## config.mk

```make
export PLATFORM = sky130hd
export DESIGN_NAME = seq_chunk_addsub
export DESIGN_NICKNAME = d
export VERILOG_FILES = /design/src/rtl/seq_chunk_addsub.sv
export SDC_FILE = /design/constraint.sdc
export NUM_CORES = 1
export LEC_CHECK = 0
export BUFFER_PORTS_ARGS = -buffer_cell sky130_fd_sc_hd__buf_2
export CORE_ASPECT_RATIO = 0.75
export CORE_UTILIZATION = 45
export CTS_CLUSTER_DIAMETER = 60
export CTS_CLUSTER_SIZE = 16
export DETAILED_ROUTE_END_ITERATION = 6
export PLACE_DENSITY_LB_ADDON = 0.3
export SLEW_MARGIN = 5
export SYNTH_ARGS = -nofsm -noshare
export SYNTH_HDL_FRONTEND = slang
export SYNTH_SLANG_ARGS = --single-unit
```

## constraint.sdc

```tcl
create_clock -name clk -period 3.8 [get_ports clk]
set_input_delay 0.76 -clock clk [delete_from_list [all_inputs] [get_ports clk]]
set_output_delay 0.76 -clock clk [all_outputs]
set_load 0.005 [all_outputs]
```

## src/rtl/seq_chunk_addsub.sv

```systemverilog
`default_nettype none
// ============================================================================
// Module      : seq_chunk_addsub
// Description : Multi-cycle adder/subtractor. Processes a WIDTH-bit add or
//               subtract CHUNK bits per clock through a single CHUNK-bit
//               ripple slice, carrying the registered carry between chunks.
//               Reports final carry (no-borrow for subtract), signed
//               overflow and zero flags. Valid/ready handshakes on both the
//               operand side and the result side.
// Revision    : 1.0 - initial release
// ----------------------------------------------------------------------------
// Ports:
//   clk       in   rising-edge clock
//   reset_n   in   asynchronous active-low reset
//   in_valid  in   operands and mode valid
//   in_ready  out  block idle, can accept an operation
//   a, b      in   WIDTH-bit operands
//   cin       in   carry-in (add) / borrow-in (sub)
//   sub       in   0: A+B+cin, 1: A-B-cin
//   out_valid out  result fields valid
//   out_ready in   consumer accepts result
//   result    out  sum/difference mod 2^WIDTH
//   cout      out  carry out of MSB (sub: 1 = no borrow)
//   ovf       out  signed two's-complement overflow
//   zero      out  result == 0
// ============================================================================
module seq_chunk_addsub #(
  parameter int WIDTH = 16,
  parameter int CHUNK = 4
) (
  input  logic             clk,
  input  logic             reset_n,
  input  logic             in_valid,
  output logic             in_ready,
  input  logic [WIDTH-1:0] a,
  input  logic [WIDTH-1:0] b,
  input  logic             cin,
  input  logic             sub,
  output logic             out_valid,
  input  logic             out_ready,
  output logic [WIDTH-1:0] result,
  output logic             cout,
  output logic             ovf,
  output logic             zero
);

  localparam int NCHUNK = WIDTH / CHUNK;
  localparam int IDXW   = (NCHUNK > 1) ? $clog2(NCHUNK) : 1;

  typedef enum logic [1:0] {
    S_IDLE = 2'd0,
    S_RUN  = 2'd1,
    S_DONE = 2'd2
  } state_t;

  state_t           state_q, state_d;
  logic [IDXW-1:0]  idx_q, idx_d;
  logic             carry_q, carry_d;
  logic [WIDTH-1:0] a_q, a_d;
  logic [WIDTH-1:0] b_q, b_d;
  logic [WIDTH-1:0] result_q, result_d;
  logic             cout_q, cout_d;
  logic             ovf_q, ovf_d;
  logic             zero_q, zero_d;

  // Shared ripple slice
  int               base_w;
  logic [CHUNK-1:0] a_chunk_w;
  logic [CHUNK-1:0] b_chunk_w;
  logic [CHUNK:0]   sum_w;
  logic             msb_cin_w;
  logic [WIDTH-1:0] result_merged_w;
  logic             last_w;

  always_comb begin
    base_w          = int'(idx_q) * CHUNK;
    a_chunk_w       = a_q[base_w +: CHUNK];
    b_chunk_w       = b_q[base_w +: CHUNK];
    sum_w           = {1'b0, a_chunk_w} + {1'b0, b_chunk_w} + {{CHUNK{1'b0}}, carry_q};
    // Carry into the top bit of the slice, recovered from that bit's sum.
    msb_cin_w       = a_chunk_w[CHUNK-1] ^ b_chunk_w[CHUNK-1] ^ sum_w[CHUNK-1];
    // Result as it will look after this chunk is written; the zero flag
    // must see the final chunk, not the stale register contents.
    result_merged_w = result_q;
    result_merged_w[base_w +: CHUNK] = sum_w[CHUNK-1:0];
    last_w          = (idx_q == IDXW'(NCHUNK - 1));
  end

  always_comb begin
    state_d  = state_q;
    idx_d    = idx_q;
    carry_d  = carry_q;
    a_d      = a_q;
    b_d      = b_q;
    result_d = result_q;
    cout_d   = cout_q;
    ovf_d    = ovf_q;
    zero_d   = zero_q;

    unique case (state_q)
      S_IDLE: begin
        if (in_valid) begin
          a_d     = a;
          // Subtract is A + ~B + 1; borrow-in removes that +1.
          b_d     = sub ? ~b : b;
          carry_d = cin ^ sub;
          idx_d   = '0;
          state_d = S_RUN;
        end
      end
      S_RUN: begin
        result_d = result_merged_w;
        carry_d  = sum_w[CHUNK];
        if (last_w) begin
          cout_d  = sum_w[CHUNK];
          ovf_d   = msb_cin_w ^ sum_w[CHUNK];
          zero_d  = (result_merged_w == '0);
          state_d = S_DONE;
        end else begin
          idx_d = idx_q + IDXW'(1);
        end
      end
      S_DONE: begin
        if (out_ready) begin
          state_d = S_IDLE;
        end
      end
      default: begin
        state_d = S_IDLE;
      end
    endcase
  end

  always_ff @(posedge clk or negedge reset_n) begin
    if (!reset_n) begin
      state_q  <= S_IDLE;
      idx_q    <= '0;
      carry_q  <= 1'b0;
      a_q      <= '0;
      b_q      <= '0;
      result_q <= '0;
      cout_q   <= 1'b0;
      ovf_q    <= 1'b0;
      zero_q   <= 1'b0;
    end else begin
      state_q  <= state_d;
      idx_q    <= idx_d;
      carry_q  <= carry_d;
      a_q      <= a_d;
      b_q      <= b_d;
      result_q <= result_d;
      cout_q   <= cout_d;
      ovf_q    <= ovf_d;
      zero_q   <= zero_d;
    end
  end

  assign in_ready  = (state_q == S_IDLE);
  assign out_valid = (state_q == S_DONE);
  assign result    = result_q;
  assign cout      = cout_q;
  assign ovf       = ovf_q;
  assign zero      = zero_q;

endmodule
`default_nettype wire
```

==> results.sh, run 1 <==
export IMPL_fin_tns_setup_ns=0
export IMPL_io_buffer_count=58
export IMPL_min_path_type="flip-flop to flip-flop"
export IMPL_cts_sinks=56
export IMPL_r2r_end="zero$_DFFE_PN0P_"
export IMPL_area_growth_pct=15.6
export IMPL_worstReg2RegStart="idx_q[0]$_DFFE_PN0P_"
export IMPL_holdPathStages=2
export IMPL_required_ns=4.00
export IMPL_final_util_pct=55.4
export IMPL_die_w_um=94.1
export IMPL_r2r_setup_slack_ns=0.95
export IMPL_highest_layer="met4"
export IMPL_dp_final_hpwl_mm=4.49
export IMPL_final_antenna_net_count=0
export IMPL_synth_cell_area_um2=2860
export IMPL_most_common_layout_cells="buf_2, dfrtp_1, nor2_1"
export IMPL_final_common_cell="buf_2"
export IMPL_worstMarginPinSlew_ns=0.993
export IMPL_cts_tree="done"
export IMPL_crit_slowest_cell="mux4_2"
export IMPL_synth_xor_area_share_pct=6.12
export IMPL_clock_latency_ns=0.31
export IMPL_avgViaCountPerCell=5.32
export IMPL_num_io_pins=59
export IMPL_worstPathMaxFanout=7
export IMPL_initial_core_util_pct=47.9
export IMPL_cts_buffers=5
export IMPL_core_um2=5980
export IMPL_post_cts_resized=0
export IMPL_rr_worst_depth=8
export IMPL_ir_drop_v=0.000366
export IMPL_synth_top_family_by_area="multiplexers"
export IMPL_cts_buffer_depth=2
export IMPL_nNetsFinal=358
export IMPL_arrival_ns=3.05
export IMPL_setup_violations=0
export IMPL_wl_met3_um=304
export IMPL_overflow=0
export IMPL_hold_path_end="ovf$_DFFE_PN0P_"
export IMPL_grt_pass1_vias=2068
export IMPL_syn_avg_cell_area_um2=11.4
export IMPL_num_antenna_cells=0
export IMPL_chipHeight_um=71.1
export IMPL_std_cell_rows=24
export IMPL_drtPass1Iterations=4
export IMPL_grt_use_total_pct=19.8
export IMPL_hold_buffers=0
export IMPL_ys_types=38
export IMPL_cpMostUsedCell="fa_1"
export IMPL_startpoint_type="flip-flop"
export IMPL_antenna_found_initial=0
export IMPL_synth_compound_area_share_pct=12.5
export IMPL_max_stage_delay_ns=0.56
export IMPL_cap_viol_max_count=0
export IMPL_maxSlewViolCount=0
export IMPL_worstHoldStart="ovf$_DFFE_PN0P_"
export IMPL_vias=2065
export IMPL_post_route_min_period_ns=2.85
export IMPL_status="finished clean"
export IMPL_synth_mux_area_fraction_pct=13.7
export IMPL_power_density_nw_per_um2=969
export IMPL_clock_root_buffer="clkbuf_8"
export IMPL_synthSimpleGateAreaFrac_pct=9.79
export IMPL_synth_cells=252
export IMPL_yosysWarningCount=0
export IMPL_synth_seq_cells=56
export IMPL_worstSetupPathType="flip-flop to flip-flop"
export IMPL_yosysSeqAreaShare_pct=49.0
export IMPL_maxSlewHeadroom_pct=33.8
export IMPL_rsz0062_at_grt="false"
export IMPL_period_share_pct=75.0
export IMPL_final_hold_viol_count=0
export IMPL_post_drt_wl_per_cell_um=15.2
export IMPL_hold_slack_ns=0.496
export IMPL_leakagePower_nw=1.53
export IMPL_grt_max_degree=46
export IMPL_synthAdderAreaFrac_pct=5.33
export IMPL_syn_nets=301
export IMPL_skew_ns=0.0101
export IMPL_initialDrtViolationCount=108
export IMPL_wl_met1_mm=2.91
export IMPL_wirelength_mm=5.91
export IMPL_cts_setup_buffers=0
export IMPL_dr_wl_met2_mm=2.60
export IMPL_drc=0
export IMPL_crit_chain="mux4_2, fa_1, inv_1, fa_1, nor3_1, mux2i_1, o221ai_1, o41ai_2"
export IMPL_critPathCaptureType="flip-flop"
export IMPL_globalplace_congestion=0.920
export IMPL_die_area_um2=6690
export IMPL_grt_first_pass_wirelength_mm=10.2
export IMPL_clk_pin_slew_ns=0.10
export IMPL_cts_htree_levels=2
export IMPL_clock_fmax_mhz=351
export IMPL_drive_gt1_share_pct=32.6
-- cells by family (layout without fill, tap and decap cells) --
| group | count (synthesis) | count (layout) |
|---|---|---|
| AO/OA/AOI/OAI | 53 | 53 |
| XOR/XNOR | 20 | 20 |
| adder cells (fa/ha/maj) | 11 | 11 |
| buffers and inverters | 23 | 81 |
| flip-flops | 56 | 56 |
| multiplexers | 27 | 27 |
| AND/OR/NAND/NOR | 62 | 62 |
-- worst max-delay path by stage --
stage	start	end	depth (start not counted)
finish	idx_q[0]$_DFFE_PN0P_	zero$_DFFE_PN0P_	8
CTS	idx_q[0]$_DFFE_PN0P_	zero$_DFFE_PN0P_	8
global route	idx_q[0]$_DFFE_PN0P_	zero$_DFFE_PN0P_	8
global placement	idx_q[0]$_DFFE_PN0P_	ovf$_DFFE_PN0P_	9
detailed placement	idx_q[0]$_DFFE_PN0P_	zero$_DFFE_PN0P_	8
floorplan	idx_q[0]$_DFFE_PN0P_	zero$_DFFE_PN0P_	9
-- metrics by stage --
step | setup slack, ns | instance area, um2 | std cells | power (W)
2_1_floorplan | 1.13 | 2860 | 252 | 0.00238
3_3_place_gp | 1.02 | 3220 | 380 | 0.00285
3_5_place_dp | 0.983 | 3220 | 380 | 0.00288
4_1_cts | 0.932 | 3310 | 388 | 0.00322
5_1_grt | 0.786 | 3310 | 388 | 0.00348
6_report | 0.949 | 3310 | 388 | 0.00321
-- registers in the layout, indices dropped and copies added, names as in the netlist --
| name | count |
|---|---|
| a_q | 16 |
| b_q | 16 |
| result | 16 |
| idx_q | 2 |
| state_q | 2 |
| carry_q | 1 |
| cout | 1 |
| ovf | 1 |
| zero | 1 |
-- critical path: cells and delay by family, from the launching register on --
kind | cells | cell delay (ns)
compound gates | 2 | 0.21
fa+ha+maj | 2 | 0.94
buf+inv | 1 | 0.10
flops | 1 | 0.53
mux | 2 | 0.70
simple gates | 1 | 0.26
-- final cells by class --
type | count | area [um2]
Clock inverter | 1 | 7.51
Tap cell | 78 | 97.6
Inverter | 12 | 45.0
Sequential cell | 56 | 1400
Timing Repair Buffer | 61 | 313
Fill cell | 555 | 2670
Clock buffer | 7 | 86.3
Multi-Input combinational cell | 173 | 1360
-- where the power goes --
| group | total (W) | internal (W) | switching [W] |
|---|---|---|---|
| Combinational | 0.00180 | 0.000792 | 0.00101 |
| Sequential | 0.00107 | 0.000868 | 0.000198 |
| Clock | 0.000339 | 0.000149 | 0.000191 |
-- synth_stat cells --
cell	number	area, um2
a21oi_1	21	105
nand2_2	2	12.5
o31ai_1	6	45.0
o221ai_1	1	8.76
mux2_2	17	191
a21oi_2	1	8.76
xor2_1	2	17.5
o211ai_1	1	7.51
dfrtp_1	56	1400
nor4_1	2	12.5
o21bai_1	1	7.51
o22a_1	1	8.76
buf_6	1	11.3
o21ai_0	7	35.0
o2111ai_1	1	8.76
mux2i_1	2	20.0
buf_2	8	40.0
nand2_1	20	75.1
nor3_1	3	15.0
nor3b_1	1	7.51
fa_1	2	40.0
a21o_1	2	15.0
a2bb2oi_1	1	8.76
nor3_2	1	10.0
and2_4	1	8.76
nor2_1	25	93.8
ha_1	9	113
nand2b_1	5	31.3
mux4_2	8	180
clkbuf_1	2	7.51
inv_1	12	45.0
a22o_1	6	52.6
xnor2_1	18	158
and2_1	1	6.26
o41ai_2	1	16.3
a211oi_2	1	12.5
and2b_1	1	7.51
o41ai_1	2	17.5
-- per-layer routing --
metal	track usage, %	vias to the layer above
li1	-	998
met1	29.3	997
met2	30.0	59
met3	3.66	11
met4	5.64	0
met5	0	-
(Power assumes the default switching activity.)
==> run 2: changes to the inputs <==
==> constraint.sdc (replaced) <==
create_clock -name clk -period 2.8 [get_ports clk]
set_input_delay 0.56 -clock clk [delete_from_list [all_inputs] [get_ports clk]]
set_output_delay 0.56 -clock clk [all_outputs]
set_load 0.005 [all_outputs]
==> results.sh, run 2 (same netlist as run 1, synthesis figures left out) <==
export IMPL_globalplace_congestion=0.889
export IMPL_switchingPower_w=0.00189
export IMPL_power_density_nw_per_um2=1330
export IMPL_initialDrtViolationCount=115
export IMPL_worstPathMaxFanout=5
export IMPL_cts_buffer_depth=2
export IMPL_num_antenna_cells=0
export IMPL_die_w_um=94.1
export IMPL_antenna_found_initial=0
export IMPL_crit_chain="mux4_2, fa_1, inv_1, fa_1, nor3_1, mux2i_1, o221ai_1, o41ai_2"
export IMPL_worstSetupPathType="flip-flop to flip-flop"
export IMPL_final_antenna_net_count=0
export IMPL_clk_pin_slew_ns=0.10
export IMPL_clock_latency_ns=0.31
export IMPL_rsz0062_at_grt="false"
export IMPL_arrival_ns=2.77
export IMPL_clock_fmax_mhz=388
export IMPL_core_um2=5980
export IMPL_worstReg2RegStart="idx_q[0]$_DFFE_PN0P_"
export IMPL_seq_area_um2=1400
export IMPL_wirelength_mm=5.84
export IMPL_drtPass1Iterations=4
export IMPL_drive_gt1_share_pct=33.7
export IMPL_crit_slowest_cell="mux4_2"
export IMPL_maxSlewViolCount=0
export IMPL_total_power_w=0.00446
export IMPL_period_share_pct=92.0
export IMPL_final_hold_viol_count=0
export IMPL_worstMarginPinSlew_ns=0.673
export IMPL_cap_viol_max_count=0
export IMPL_startpoint_type="flip-flop"
export IMPL_seq_power_share_pct=32.0
export IMPL_overflow=0
export IMPL_setup_violations=0
export IMPL_drc=0
export IMPL_skew_ns=0.0160
export IMPL_most_common_layout_cells="buf_2, dfrtp_1, nor2_1"
export IMPL_clock_root_buffer="clkbuf_8"
export IMPL_p_comb_share_pct=55.7
export IMPL_die_area_um2=6690
export IMPL_maxSlewHeadroom_pct=55.1
export IMPL_ir_drop_v=0.000508
export IMPL_grt_first_pass_wirelength_mm=9.96
export IMPL_grt_use_total_pct=19.4
export IMPL_cts_htree_levels=2
export IMPL_area_growth_pct=17.6
export IMPL_cts_sinks=56
export IMPL_nNetsFinal=360
export IMPL_r2r_setup_slack_ns=0.22
export IMPL_std_cell_rows=24
export IMPL_nFillCells=530
export IMPL_cts_buffers=5
export IMPL_required_ns=3.00
export IMPL_io_buffer_count=58
export IMPL_num_io_pins=59
export IMPL_status="finished clean"
export IMPL_crit_end="zero$_DFFE_PN0P_"
export IMPL_initial_core_util_pct=47.9
export IMPL_r2r_end="zero$_DFFE_PN0P_"
export IMPL_final_common_cell="buf_2"
export IMPL_post_route_min_period_ns=2.58
export IMPL_startpoint="idx_q[0]$_DFFE_PN0P_"
export IMPL_dp_final_hpwl_mm=4.52
export IMPL_chipHeight_um=71.1
export IMPL_fin_tns_setup_ns=0
export IMPL_cpMostUsedCell="fa_1"
export IMPL_leakagePower_nw=1.56
export IMPL_power_internal_w=0.00257
export IMPL_min_path_type="primary input to async pin"
export IMPL_swShare_pct=42.5
export IMPL_avgViaCountPerCell=5.21
export IMPL_critPathCaptureType="flip-flop"
export IMPL_cts_tree="done"
export IMPL_grt_max_degree=34
export IMPL_vias=2031
export IMPL_hold_slack_ns=0.231
export IMPL_p_clk_share_pct=12.4
export IMPL_post_drt_wl_per_cell_um=15.0
export IMPL_max_stage_delay_ns=0.52
export IMPL_rr_worst_depth=8
export IMPL_multi_input_area_um2=1360
export IMPL_grt_pass1_vias=2045
## run 2: timing repair
action,in CTS,in global routing
setup endpoints to repair,0,1
hold buffers,0,0
resized for setup,0,1
buffers inserted,0,0
## run 2: layout make-up
class	instances	area share, %
Clock buffer	6	2.45
Sequential cell	56	41.7
Clock inverter	2	1.15
Inverter	12	1.34
Timing Repair Buffer	63	10.1
Multi-Input combinational cell	173	40.4
Tap cell	78	2.90
## run 2: worst min-delay path by stage
stage / start / to / slack (ns) / depth (start not counted)
5_1_grt: reset_n / result[0]$_DFFE_PN0P_ / 0.27 / 1
2_1_floorplan: reset_n / a_q[0]$_DFFE_PN0P_ / 0.26 / 0
6_report: reset_n / result[0]$_DFFE_PN0P_ / 0.23 / 1
4_1_cts: reset_n / result[0]$_DFFE_PN0P_ / 0.25 / 1
3_5_place_dp: result[13]$_DFFE_PN0P_ / result[13]$_DFFE_PN0P_ / 0.49 / 2
3_3_place_gp: a_q[15]$_DFFE_PN0P_ / a_q[15]$_DFFE_PN0P_ / 0.49 / 1
## run 2: power by group through the flow
stage / Clock [W] / Sequential, W / Combinational [W]
floorplan: 0 / 0.00137 / 0.00185
global placement: 0 / 0.00144 / 0.00241
detailed placement: 0 / 0.00144 / 0.00248
CTS: 0.000569 / 0.00143 / 0.00249
global route: 0.000598 / 0.00148 / 0.00279
finish: 0.000552 / 0.00143 / 0.00248
## run 2: stage by stage
stage	instances	cell area [um2]	utilization, %	setup slack [ns]
after floorplan	252	2860	-	0.128
after global placement	382	3240	54.3	0.252
after detailed placement	382	3240	54.3	0.186
after CTS	390	3360	56.3	0.169
after global routing	390	3370	56.3	0.0103
final	390	3370	56.3	0.223
## run 2: critical path, delay by kind of cell, from the launching register on
kind / cells / cell delay, ns
fa+ha+maj: 2 / 0.91
mux: 2 / 0.63
flops: 1 / 0.42
compound gates: 2 / 0.21
simple gates: 1 / 0.20
buf+inv: 1 / 0.09
## run 2: layer usage
layer	up-vias	routed length, um	GRT usage (%)
met5	-	0	0
met4	0	27	3.59
met3	2	251	3.55
met2	48	2490	29.0
met1	986	3070	29.8
li1	995	-	-
